===== src/rtl/triumph_riscv_defines.sv =====
// triumph_riscv_defines: shared encodings for the memory arbiter.
// Provides the arbiter FSM state type, the transaction owner type and the
// width of the data-streak counter.
package triumph_riscv_defines;
    typedef enum logic [1:0] {
        ARB_IDLE = 2'd0,
        ARB_REQ  = 2'd1,
        ARB_RSP  = 2'd2
    } arb_state_t;
    typedef enum logic {
        OWN_IF = 1'b0,
        OWN_D  = 1'b1
    } owner_t;
    localparam int STREAK_W = 4;
endpackage


===== src/rtl/triumph_arb_prio.sv =====
// triumph_arb_prio: data-first priority select with a fetch anti-starvation override.
// Ports: if_req/d_req - pending requests; streak - consecutive contested data wins;
//        gnt - one-hot grant vector indexed by owner_t (at most one bit set).
module triumph_arb_prio
    import triumph_riscv_defines::*;
#(
    parameter int MAX_STREAK = 4
) (
    input  logic                if_req,
    input  logic                d_req,
    input  logic [STREAK_W-1:0] streak,
    output logic [1:0]          gnt
);
    localparam logic [STREAK_W-1:0] MAX = STREAK_W'(MAX_STREAK);
    always_comb begin
        gnt        = '0;
        gnt[OWN_D] = d_req && (!if_req || streak < MAX);
        gnt[OWN_IF] = if_req && !gnt[OWN_D];
    end
endmodule


===== src/rtl/triumph_mem_arbiter.sv =====
// triumph_mem_arbiter: shares one memory port between fetch and data requesters.
// Ports: clk_i/rst_ni - clock and async active-low reset;
//        if_* - fetch request/grant/response; d_* - load/store request/grant/response;
//        mem_* - single-outstanding memory port; busy_o - transaction in flight;
//        proto_err_o - pulse on a memory response nobody is waiting for.
module triumph_mem_arbiter
    import triumph_riscv_defines::*;
#(
    parameter int ADDR_W     = 32,
    parameter int DATA_W     = 32,
    parameter int MAX_STREAK = 4
) (
    input  logic                clk_i,
    input  logic                rst_ni,
    input  logic                if_req_i,
    input  logic [ADDR_W-1:0]   if_addr_i,
    output logic                if_gnt_o,
    output logic                if_rvalid_o,
    output logic [DATA_W-1:0]   if_rdata_o,
    input  logic                d_req_i,
    input  logic                d_we_i,
    input  logic [DATA_W/8-1:0] d_be_i,
    input  logic [ADDR_W-1:0]   d_addr_i,
    input  logic [DATA_W-1:0]   d_wdata_i,
    output logic                d_gnt_o,
    output logic                d_rvalid_o,
    output logic [DATA_W-1:0]   d_rdata_o,
    output logic                mem_req_o,
    output logic                mem_we_o,
    output logic [DATA_W/8-1:0] mem_be_o,
    output logic [ADDR_W-1:0]   mem_addr_o,
    output logic [DATA_W-1:0]   mem_wdata_o,
    input  logic                mem_gnt_i,
    input  logic                mem_rvalid_i,
    input  logic [DATA_W-1:0]   mem_rdata_i,
    output logic                busy_o,
    output logic                proto_err_o
);
    localparam logic [STREAK_W-1:0] MAX = STREAK_W'(MAX_STREAK);
    arb_state_t          state;
    owner_t              owner;
    logic [STREAK_W-1:0] streak;
    logic [1:0]          gnt;
    logic                idle;
    logic                rsp_ok;
    triumph_arb_prio #(.MAX_STREAK(MAX_STREAK)) u_prio (
        .if_req (if_req_i),
        .d_req  (d_req_i),
        .streak (streak),
        .gnt    (gnt)
    );
    // Grants are suppressed while reset is asserted so every output reads 0.
    assign idle     = (state == ARB_IDLE) && rst_ni;
    assign if_gnt_o = idle && gnt[OWN_IF];
    assign d_gnt_o  = idle && gnt[OWN_D];
    // A response is only legal once the memory has accepted the request,
    // which includes the same cycle as the accept.
    assign rsp_ok      = mem_rvalid_i && (state == ARB_RSP || (state == ARB_REQ && mem_gnt_i));
    assign if_rvalid_o = rsp_ok && owner == OWN_IF;
    assign d_rvalid_o  = rsp_ok && owner == OWN_D;
    assign if_rdata_o  = if_rvalid_o ? mem_rdata_i : '0;
    assign d_rdata_o   = d_rvalid_o ? mem_rdata_i : '0;
    assign proto_err_o = rst_ni && mem_rvalid_i && !rsp_ok;
    assign mem_req_o   = state == ARB_REQ;
    assign busy_o      = state != ARB_IDLE;
    always_ff @(posedge clk_i or negedge rst_ni) begin
        if (!rst_ni) begin
            state       <= ARB_IDLE;
            owner       <= OWN_IF;
            streak      <= '0;
            mem_we_o    <= 1'b0;
            mem_be_o    <= '0;
            mem_addr_o  <= '0;
            mem_wdata_o <= '0;
        end else begin
            case (state)
                ARB_IDLE: if (if_gnt_o || d_gnt_o) begin
                    state       <= ARB_REQ;
                    owner       <= d_gnt_o ? OWN_D : OWN_IF;
                    mem_we_o    <= d_gnt_o && d_we_i;
                    mem_be_o    <= d_gnt_o ? d_be_i : '1;
                    mem_addr_o  <= d_gnt_o ? d_addr_i : if_addr_i;
                    mem_wdata_o <= d_gnt_o ? d_wdata_i : '0;
                    // Only contested data wins extend the streak; it saturates.
                    streak      <= (d_gnt_o && if_req_i) ? ((streak == MAX) ? streak : streak + 1'b1) : '0;
                end
                ARB_REQ:  if (mem_gnt_i) state <= mem_rvalid_i ? ARB_IDLE : ARB_RSP;
                ARB_RSP:  if (mem_rvalid_i) state <= ARB_IDLE;
                default:  state <= ARB_IDLE;
            endcase
        end
    end
endmodule


===== config.mk =====
export PLATFORM = sky130hd
export DESIGN_NAME = triumph_mem_arbiter
export DESIGN_NICKNAME = d
export VERILOG_FILES = /design/src/rtl/triumph_riscv_defines.sv /design/src/rtl/triumph_arb_prio.sv /design/src/rtl/triumph_mem_arbiter.sv
export SDC_FILE = /design/constraint.sdc
export NUM_CORES = 1
export LEC_CHECK = 0
export ABC_CLOCK_PERIOD_IN_PS = 1700
export CELL_PAD_IN_SITES_DETAIL_PLACEMENT = 1
export CELL_PAD_IN_SITES_GLOBAL_PLACEMENT = 1
export CORE_MARGIN = 2
export CORE_UTILIZATION = 22
export CTS_CLUSTER_SIZE = 28
export DETAILED_ROUTE_END_ITERATION = 8
export PLACE_DENSITY = 0.74
export SETUP_SLACK_MARGIN = 0.4
export SLEW_MARGIN = 10
export SYNTH_ARGS = -nofsm -noshare
export SYNTH_HDL_FRONTEND = slang
export SYNTH_SLANG_ARGS = --single-unit

===== constraint.sdc =====
create_clock -name clk_i -period 1.7 [get_ports clk_i]
set_clock_uncertainty 0.2 [all_clocks]
set_input_delay 0.17 -clock clk_i [delete_from_list [all_inputs] [get_ports clk_i]]
set_output_delay 0.17 -clock clk_i [all_outputs]
set_load 0.03 [all_outputs]

==> results.txt, run 1 <==
The critical path in this run is classified as register to primary output. The share of total power dissipated in sequential elements is 0.290. The TritonCTS clock tree is done. For this run, the detailed router's first-pass iteration total came to 4. sky130_fd_sc_hd__dfrtp_1 takes more of the synthesized area than any other cell. The internal power contribution is 5800 uW. The full die area came out at 18700 um^2. At the pin with the least slew margin, the transition time is 0.981 ns. IR analysis of the VDD net gives a maximum drop of 0.531 mV. In the finished design, the share of the clock period the worst path needs comes to 1.35. The proportion of power drawn by combinational gates is 0.531. The routed design could run at a clock period as short as 2.29 ns.

Entering global routing, the biggest net connects 77 pins. The placement row count came out at 48. The startpoint type of the worst setup path is a register. The arrival time of the worst setup path is 1.92 ns. Setup slack on the critical path of the routed design comes to -0.591 ns.

The number of sinks on the clock net came out at 76. The number of nets in the final layout is 825. The proportion of netlist area held by the largest area contributor is 0.490. The slack of the worst reg-to-reg path is -0.46 ns. The clock transition at the registers of the reported paths came out at 0.06 ns. The routed wirelength normalized by instance count is 20.4 um. The switching power summed over all nets came out at 3590 uW. The worst slack at placement is -0.398 ns. Once placement completed, the tool counted placed cells totaling 849. The final number of hold-violating endpoints came out at 76. The clock network fraction of total power is 0.179. The library cell contributing the largest single delay on the critical path is sky130_fd_sc_hd__dfrtp_1. The net count after synthesis came out at 482. The vias after detailed routing is 4334. The first global-routing pass estimated 26.8 mm of wire. The iteration-0 DRC count of the detailed router is 67.

Summing internal, switching and leakage power gives 9390 uW. The initial antenna violation count is 0. The number of setup violations in the final report came out at 146.

The number of max-cap violations is 0. Along the worst path, the maximum fanout reaches 16. The initial cell density of the core is 0.224.

The HPWL after detailed placement is 12.8 mm. The power density of the placed cells is 1100 nW/um^2. The final reports fail on negative hold slack, negative setup slack.

The switching share of total power came out at 0.383. The count of buffers from port buffering is 278. Wires add up to 18.6 mm. For the worst setup path, the data required time is 1.33 ns. The leakage power of the design came out at 0.00379 uW. Counting distinct cell types in the post-synthesis netlist gives 33.

The max-slew violation total from the final report came to 0. The number of routed nets with antenna violations is 0. The floorplan die height came out at 137 um. The number of placed I/O pins is 279. The worst setup path is captured at a primary output. Setup repair after global routing could not meet its margin everywhere. The core region area is 17300 um^2. The number of instances in the synthesized netlist came out at 341. The number of global-route vias before repair came out at 4754. The final cell count without fillers came out at 911.

Of the cells placed in the final design, the portion with a size suffix greater than 1 is 0.539. The sequential cell area fraction in the yosys report is 0.490. The diode insertion count for antenna repair came out at 0. From synthesis to final layout, the design area changed by 120%. The congestion estimate from routability-driven global placement came to 0.739. The residual overflow from global routing came out at 0.

The Yosys step of the flow raised 0 warnings. The post-synthesis register bit count came out at 76. The clock passes through at most 2 buffers. The library cell used most frequently in the layout, excluding fill and tap cells, is sky130_fd_sc_hd__clkdlybuf4s50_1. The highest clock frequency the design can meet is 0.436 GHz.

The die width came out at 137 um. In the layout the commonest cells are 137 x sky130_fd_sc_hd__clkdlybuf4s50_1, 91 x sky130_fd_sc_hd__buf_4, 86 x sky130_fd_sc_hd__buf_6, 76 x sky130_fd_sc_hd__dfrtp_1, 65 x sky130_fd_sc_hd__and2_4. Of all flip-flops after synthesis, the portion carrying an async set or reset was 1.00. The worst stage delay on the critical path is 0.40 ns. The headroom to the max-slew limit is 0.346. The synthesized design contains 0 enable-type register cells. The run finished, with violations left. For this run, the total global-route usage over all layers was measured as 0.188. After synthesis, the cell types taking the most area are sky130_fd_sc_hd__dfrtp_1 49%, sky130_fd_sc_hd__and2_1 11%, sky130_fd_sc_hd__a22o_1 7.4%, sky130_fd_sc_hd__o32ai_1 7.2%, sky130_fd_sc_hd__a2bb2oi_1 6.1%.

The predominant post-synthesis flop cell is sky130_fd_sc_hd__dfrtp_1. In this run the mean area of a mapped cell was 11.4 um^2. The post-detailed-route via-to-cell ratio is 4.76. The synthesized cell area came out at 3880 um^2. The signal on the critical path passes through nand3b_1, a211oi_4, buf_12, clkbuf_16, and2_4, buf_6. The insertion delay of the later-clocked pin in the worst-skew pair came out at 0.33 ns. In the routed design, unresolved DRC markers number 0. The number of clock buffers inserted by TritonCTS is 9. Clock tree synthesis selected as its root buffer the cell sky130_fd_sc_hd__clkbuf_16. CTS built an H-tree with a depth of 3. The hold slack came out at -0.127 ns.

The tightest min-delay check is of the primary input to asynchronous set/reset pin type.
[layout make-up]
class / count / area (um^2)
fill: 1768 / 8740
timing repair buffer: 365 / 3820
multi-input combinational: 225 / 2280
sequential: 76 / 1900
tap: 225 / 282
clock buffer: 9 / 225
inverter: 7 / 28.8
clock inverter: 4 / 20.0
[worst paths after layout]
| check | startpoint | end | depth (start not counted) |
|---|---|---|---|
| worst max-delay path | state[1] | d_rdata_o[24] | 6 |
| worst min-delay path | rst_ni | state[1] | 2 |
| worst max register to register | state[1] | mem_addr_o[0] | 10 |
| worst min register to register | mem_wdata_o[9] | mem_wdata_o[9] | 1 |
| max in group asynchronous | rst_ni | mem_addr_o[27] | 2 |
| min in group clk_i | d_wdata_i[6] | mem_wdata_o[6] | 2 |
[power groups by stage]
stage / logic [uW] / registers (uW) / clock network, uW
after floorplan: 1310 / 3660 / 0
after global placement: 4230 / 2680 / 0
after detailed placement: 4310 / 2700 / 0
after CTS: 4450 / 2710 / 1740
after global routing: 5230 / 2780 / 1820
final: 4990 / 2720 / 1680
[through the flow]
step | area, um^2 | util | setup TNS (ns)
CTS | 8080 | 0.467 | -56.58
global placement | 7370 | 0.426 | -27.42
detailed placement | 7370 | 0.426 | -33.02
floorplan | 4270 | - | -0.639
finish | 8560 | 0.495 | -65.38
global route | 8560 | 0.495 | -76.82
[state kept, by name, indices dropped and copies added, names as in the netlist]
| signal | count |
|---|---|
| streak | 4 |
| mem_be_o | 4 |
| state | 2 |
| mem_addr_o | 32 |
| mem_wdata_o | 32 |
| owner | 1 |
| mem_we_o | 1 |
[worst max-delay path, delay by kind of cell (launching register included)]
kind	cells	cell delay, ns
flip-flops	1	0.40
AND/OR/NAND/NOR	2	0.43
AO/OA/AOI/OAI	1	0.30
buffers and inverters	3	0.45
[synth_stat cells, types with 2 or more instances]
cell	number
sky130_fd_sc_hd__a211oi_2	2
sky130_fd_sc_hd__a22o_1	33
sky130_fd_sc_hd__a2bb2oi_1	27
sky130_fd_sc_hd__a2bb2oi_2	5
sky130_fd_sc_hd__and2_1	66
sky130_fd_sc_hd__buf_2	12
sky130_fd_sc_hd__buf_4	6
sky130_fd_sc_hd__buf_6	4
sky130_fd_sc_hd__clkbuf_1	11
sky130_fd_sc_hd__dfrtp_1	76
sky130_fd_sc_hd__ha_1	2
sky130_fd_sc_hd__inv_1	6
sky130_fd_sc_hd__nand2_1	4
sky130_fd_sc_hd__nand2b_1	28
sky130_fd_sc_hd__o22a_1	4
sky130_fd_sc_hd__o22ai_1	2
sky130_fd_sc_hd__o32ai_1	32
sky130_fd_sc_hd__or2b_1	6
[cells by family after synthesis]
family,after synthesis,synth area share
fa+ha+maj,2,0.00644
buf+inv,40,0.0561
simple gates,112,0.189
flops,76,0.490
compound gates,111,0.259
[metal layers]
| metal | vias up | GRT usage | share of wire |
|---|---|---|---|
| met5 | - | 0 | 0 |
| met4 | 0 | 0.0653 | 0.029 |
| met3 | 28 | 0.0522 | 0.082 |
| met2 | 200 | 0.354 | 0.53 |
| met1 | 2166 | 0.201 | 0.36 |
| li1 | 1940 | - | - |
[what timing repair did]
item	CTS	global route
setup endpoints to repair	216	196
pin swaps	1	4
buffers inserted	11	27
gates resized for setup	477	110
endpoints found under the hold margin	76	4
cloned	7	4
Note: power is estimated with default switching activity, not from simulation.
==> run 2: changes to the inputs <==
--- a/config.mk
+++ b/config.mk
@@ -8,13 +8,13 @@
 export ABC_CLOCK_PERIOD_IN_PS = 1700
 export CELL_PAD_IN_SITES_DETAIL_PLACEMENT = 1
 export CELL_PAD_IN_SITES_GLOBAL_PLACEMENT = 1
+export CORE_ASPECT_RATIO = 0.8
 export CORE_MARGIN = 2
 export CORE_UTILIZATION = 22
 export CTS_CLUSTER_SIZE = 28
 export DETAILED_ROUTE_END_ITERATION = 8
 export PLACE_DENSITY = 0.74
 export SETUP_SLACK_MARGIN = 0.4
-export SLEW_MARGIN = 10
 export SYNTH_ARGS = -nofsm -noshare
 export SYNTH_HDL_FRONTEND = slang
 export SYNTH_SLANG_ARGS = --single-unit
==> results.txt, run 2 (synthesized netlist as in run 1, its figures left out) <==
The TritonCTS clock tree is done. The number of sinks on the clock net came out at 76 (unchanged). The relative area change from synthesis to final layout came out at 125%. The slack of the worst reg-to-reg path came out at -0.40 ns (+0.06 ns). The number of placed I/O pins is 279 (unchanged). The maximum vdd ir drop is 0.595 mV (+12%). The critical path depth in cells is 6 (unchanged). The depth of the CTS H-tree was 3 (unchanged). In the layout the commonest cells are 137 x sky130_fd_sc_hd__clkdlybuf4s50_1, 106 x sky130_fd_sc_hd__buf_6, 93 x sky130_fd_sc_hd__buf_4, 76 x sky130_fd_sc_hd__dfrtp_1, 58 x sky130_fd_sc_hd__and2_4. The diode insertion count for antenna repair is 0 (unchanged). The die width came to 153 um (+11%). The number of buffers between clock root and the deepest sink is 2 (unchanged).

In the final layout, the registers with the most flip-flops are mem_addr_o x32, mem_wdata_o x32. The insertion delay of the later-clocked pin in the worst-skew pair is 0.34 ns (about the same). The routed wirelength normalized by instance count was 20.3 um (-0.59%). CTS placed an instance of sky130_fd_sc_hd__clkbuf_16 at the clock tree root.

The worst endpoint required time came out at 1.33 ns (about the same). The floorplan die height came out at 123 um (-10%). Tracing the worst setup path back leads to its startpoint at state[1]. The final total power came out at 9740 uW (+3.8%). The first-pass GRT wire length is 27.3 mm (+1.6%). STA classifies the critical path startpoint as a register. The buffer and inverter count on the worst path is 3 (unchanged). The number of cell instances on the worst register-to-register path was 10 (unchanged). The startpoint of the most critical register-to-register path is state[1]. The headroom to the max-slew limit came out at 0.449 (+0.103).

The vias after detailed routing is 4280 (-1.2%). The critical path capture point type is a primary output. The post-placement cell count is 843 (-0.71%). The clock transition at the registers of the reported paths came out at 0.06 ns (about the same).

The power density of the placed cells is 1110 nW/um^2 (+1.6%). The placement row count came out at 43 (-10%). The combined global-route utilization of all metal layers is 0.187 (-0.00133). The worst stage delay on the critical path is 0.40 ns (about the same). The worst setup path category is register to primary output.

The arrival time of the worst setup path came out at 1.88 ns (-0.04 ns). The number of routed nets with antenna violations was 0 (unchanged). Setup repair after global routing could not meet its margin everywhere. The post-detailed-route via-to-cell ratio is 4.62 (-2.8%).

The total negative slack for setup checks is -62.46 ns (+2.92 ns). The count of buffers from port buffering is 278 (unchanged). The final cell count without fillers is 926 (+1.6%). The residual overflow from global routing came out at 0 (unchanged).

The min-delay analysis places its worst path in the category primary input to asynchronous set/reset pin. On the critical path, the stage with the largest delay is an instance of sky130_fd_sc_hd__dfrtp_1. The run finished, with violations left.

The largest net degree at the start of global routing was 40 (-48%). The least setup slack across all paths after layout came out at -0.552 ns (+0.0390 ns). The final worst-path cycle share is 1.32 (-0.0230). The leakage power of the design is 0.00389 uW (+2.6%). The number of clock buffers inserted by TritonCTS came to 9 (unchanged). The share of final-layout standard cells stronger than drive strength 1 was 0.538 (-0.00156). The critical-path maximum fanout came out at 8 (-8). The initial cell density of the core is 0.224 (-0.000357). The number of DRC violations after detailed routing was 0 (unchanged). The critical path ends at d_rdata_o[15]. The final core utilization is 0.505 (+0.00983). Grouping stages by cell kind, the critical path spends the most delay in simple AND/OR/NAND/NOR gates.

The full die area is 18700 um^2 (about the same). The number of nets in the final layout is 837 (+1.5%). The slew at the pin closest to its max-slew limit came out at 0.827 ns (-0.154 ns). The number of setup violations in the final report came out at 145 (-0.68%). The library cell used most frequently in the layout, excluding fill and tap cells, is sky130_fd_sc_hd__clkdlybuf4s50_1. The number of max-cap violations is 0 (unchanged).

The core region area came to 17300 um^2 (+0.16%). The final reports fail on negative setup slack. The initial antenna violation count was 0 (unchanged). The max-slew violation total from the final report was 0 (unchanged). The iteration-0 DRC count of the detailed router came out at 122 (+82%). The highest clock frequency the design can meet was 0.444 GHz (+1.7%). The minimum period implied by the final worst setup slack is 2.25 ns (-0.0390 ns). The wire length after detailed routing is 18.8 mm (+1.0%).

The HPWL after detailed placement came out at 12.1 mm (-5.3%). The count of TritonRoute iterations in the first routing pass is 4 (unchanged). The routability congestion estimate came out at 0.835 (+13%). Traced cell by cell, the critical path runs through nand3b_1, a211oi_4, buf_4, buf_6, and2_4, buf_6. The most numerous cell type found on the critical path is sky130_fd_sc_hd__buf_6.

The worst register-to-register path ends at mem_wdata_o[2]. The final number of hold-violating endpoints was 0 (-100%). The number of global-route vias before repair is 4671 (-1.7%).
-- run 2: cell count changes in the layout (fill, tap and decap cells not counted), sizes merged --
cell / delta
inv: +1
dlygate4sd3: +1
clkinvlp: +1
clkbuf: -3
dlymetal6s4s: +1
buf: +14
-- run 2: timing repair --
action,CTS,global route
pin swaps,2,6
endpoints found under the setup margin,215,261
gates resized for setup,466,135
hold buffers,2,0
setup buffers,16,36
cloned,9,4
hold endpoints to repair,17,0
-- run 2: routing by layer --
metal | global-route usage | part of all wire
met3 | 0.0576 | 0.061
met2 | 0.323 | 0.52
met1 | 0.233 | 0.41
met5 | 0 | 0
met4 | 0.0411 | 0.010
-- run 2: layout make-up --
type                       count  area, um^2
tap                          225         282
fill                        1765        8580
timing repair buffer         377        4000
clock buffer                  10         229
multi-input combinational    225        2260
inverter                       7        28.8
clock inverter                 6        40.0
sequential                    76        1900
-- run 2: worst reg2reg max path, cell delays in order (launching register included) --
cell and delay (ns):
sky130_fd_sc_hd__dfrtp_1 0.40, sky130_fd_sc_hd__buf_4 0.14, sky130_fd_sc_hd__buf_6 0.11, sky130_fd_sc_hd__nor3b_4 0.20, sky130_fd_sc_hd__buf_12 0.13, sky130_fd_sc_hd__buf_6 0.09, sky130_fd_sc_hd__buf_4 0.10, sky130_fd_sc_hd__o21ai_4 0.12
sky130_fd_sc_hd__buf_12 0.17, sky130_fd_sc_hd__buf_16 0.14, sky130_fd_sc_hd__a22o_1 0.18
-- run 2: worst min-delay path by stage --
stage,slack (ns),cells past startpoint,to
floorplan,-0.33,0,mem_addr_o[0]
global placement,0.007,2,mem_addr_o[21]
detailed placement,0.006,2,mem_addr_o[0]
CTS,0.23,2,mem_wdata_o[11]
global route,0.12,3,mem_addr_o[11]
finish,0.06,3,mem_addr_o[12]
-- run 2: per-stage QoR --
step           hold WS, ns  setup slack, ns  instance area [um^2]
6_report            0.0626           -0.552                  8740
5_1_grt              0.119           -0.631                  8740
4_1_cts              0.230           -0.548                  8130
3_5_place_dp       0.00630           -0.399                  7260
3_3_place_gp       0.00705           -0.309                  7260
2_1_floorplan       -0.326          -0.0181                  4270
-- run 2: where the power goes --
group	internal [uW]	switching [uW]	total [uW]
Clock	988	780	1770
Sequential	2340	379	2720
Combinational	2710	2550	5260
Total	6040	3710	9740
==> edit: new RTL, settings of run 1 <==
Encoding of `arb_state_t`: now one-hot (3 bits for 3 states).
--- a/src/rtl/triumph_riscv_defines.sv
+++ b/src/rtl/triumph_riscv_defines.sv
@@ -2,10 +2,10 @@
 // Provides the arbiter FSM state type, the transaction owner type and the
 // width of the data-streak counter.
 package triumph_riscv_defines;
-    typedef enum logic [1:0] {
-        ARB_IDLE = 2'd0,
-        ARB_REQ  = 2'd1,
-        ARB_RSP  = 2'd2
+    typedef enum logic [2:0] {
+        ARB_IDLE = 3'b001,
+        ARB_REQ  = 3'b010,
+        ARB_RSP  = 3'b100
     } arb_state_t;
     typedef enum logic {
         OWN_IF = 1'b0,
Check against the original RTL: same outputs for any inputs over 4 cycles, from zero or initial values and one cycle with rst_ni low; so few cycles prove little.
==> edit against run 1 <==
The run still ends with hold timing, setup timing left. Design area shrank 4.4%. Setup slack lost 0.034 ns. Area after synthesis shrank 4.2%. Sequential cell count grew 1. Routed wire length shrank 1.6%. Count of clock-buffer cells in the layout grew 1. First-iteration DRC count grew 96%. Clock power grew 24%. Global-route usage grew 0.11 points. Power grew 9.5%. Largest power group unchanged.
==> edit: results (changes against run 1) <==
- Critical path origin: state[2]
- Vias per cell: 4.848 (+1.9%)
- Slew headroom: 36.50% (+1.9 points)
- Max VDD drop: 0.7217 mV (+36%)
- Seq pwr: 2.99 mW (+9.9%)
- First-pass GRT wire length: 26,390 um (-1.6%)
- Synth top area cells: dfrtp_1, o221a_2, a22o_1, nand4b_1, and2_1
- Synth cell count leaders: dfrtp_1, and2_1, a22o_1, and3_1
- First-pass DRT Iterations: 5 (+1)
- Leakage: 3.567 nW (-6.0%)
- CP Max Fanout: 17 (+1)
- Final GP Congestion: 0.7573 (+2.4%)
- Final Hold Vio Count: 70 (-7.9%)
- Sequential share of the synthesized area: 51.82% (+2.8 points)
- CTS Buf Count: 9 (unchanged)
- CTS Hold Bufs: 1
- CP Data Arrival Time: 1.96 ns (+0.04 ns)
- Worst hold slack: -0.09548 ns (+0.03138 ns)
- Met3 Usage GRT: 5.518% (+0.30 points)
- Number of global-route vias before repair: 4,495 (-5.4%)
- Clock power share: 20.2% (+2.3 points)
- Yosys warns: 0 (unchanged)
- Final setup violation count: 146 (unchanged)
- NetSw: 4.015 mW (+12%)
- Hpwl dp: 12,040 um (-6.0%)
- Violated checks: hold timing, setup timing
- Total GRT Usage: 18.95% (+0.11 points)
- Status: complete, but fails checks
- Area after DPL: 0.007051 sq mm (-4.4%)
- Drt total wl: 18,290 um (-1.6%)
- Final #Nets: 784 (-5.0%)
- Synthesized Nets: 462 (-4.1%)
- Worst setup margin: -0.6252 ns (-0.03368 ns)
- Reg2Reg Depth: 8 (-2)
- Met2 Use GR: 35.27% (-0.17 points)
- Pin count of the biggest net entering global routing: 71 (-7.8%)
- Clk buf depth: 2 (unchanged)
- Starting DRT DRC Count: 131 (+96%)
- M1 GR Usage: 21.25% (+1.2 points)
- Reg-to-Reg End: mem_addr_o[28]
- Slowest CP cell: dfrtp_2
- Flop pwr share: 29.1% (about the same)
- TNS Setup: -69.56 ns (-4.179 ns)
- Layout cell share with drive strength beyond 1: 52.31% (-1.6 points)
- Crit path capture: d_rdata_o[12]
## edit: cell types whose count changed after synthesis, sizes merged, moves of 3 or more
| cell | change |
|---|---|
| clkbuf | +11 |
| and3 | +32 |
| nand4b | +32 |
| or2b | -6 |
| o221a | +32 |
| a21oi | +3 |
| nor2 | +3 |
| and2 | -31 |
| buf | -8 |
| nand2b | -26 |
| o32ai | -32 |
| inv | -3 |
| a2bb2oi | -32 |
## edit: repair_timing
item / 4_1_cts / 5_1_grt
pin swaps: 12 / 10
gates cloned: 8 / 5
endpoints found under the setup margin: 217 / 204
resized for setup: 434 / 151
hold endpoints to repair: 77 / 23
setup buffers: 11 / 19
## edit: per-stage QoR
| stage | std cells | hold WS (ns) | setup WS (ns) |
|---|---|---|---|
| 6_report | 868 | -0.09548 | -0.6252 |
| 5_1_grt | 868 | -0.01677 | -0.7074 |
| 4_1_cts | 844 | -0.03750 | -0.6226 |
| 3_5_place_dp | 808 | -0.05615 | -0.5064 |
| 3_3_place_gp | 808 | -0.06466 | -0.4667 |
| 2_1_floorplan | 321 | -0.3256 | -0.3253 |
## edit: logic make-up (layout without fill, tap and decap cells)
group                      Yosys count  after routing  share of synthesized area [%]
AOI/OAI and AO/OA                   81             81                          20.61
DFF                                 77             77                          51.82
buffers and inverters               41            368                          4.674
and+or+nand+nor                    119            119                          21.99
xor gates and xnor gates             1              1                         0.2354
adders and majority gates            2              2                         0.6724
## edit: layer usage
layer / share of wire, % / vias to the layer above
met5: 0 / -
met4: 1.3 / 0
met3: 7.5 / 14
met2: 54 / 193
met1: 38 / 2125
li1: - / 1876
## edit: cell type report
class	instances	area, sq um
inverters	5	31.28
clock buffers	10	229.0
repair inverters	2	32.53
flip-flops and latches	77	1929
fillers	1679	8399
clock inverters	6	87.58
multi-input cells	203	1962
well taps	220	275.3
repair buffers	345	3637
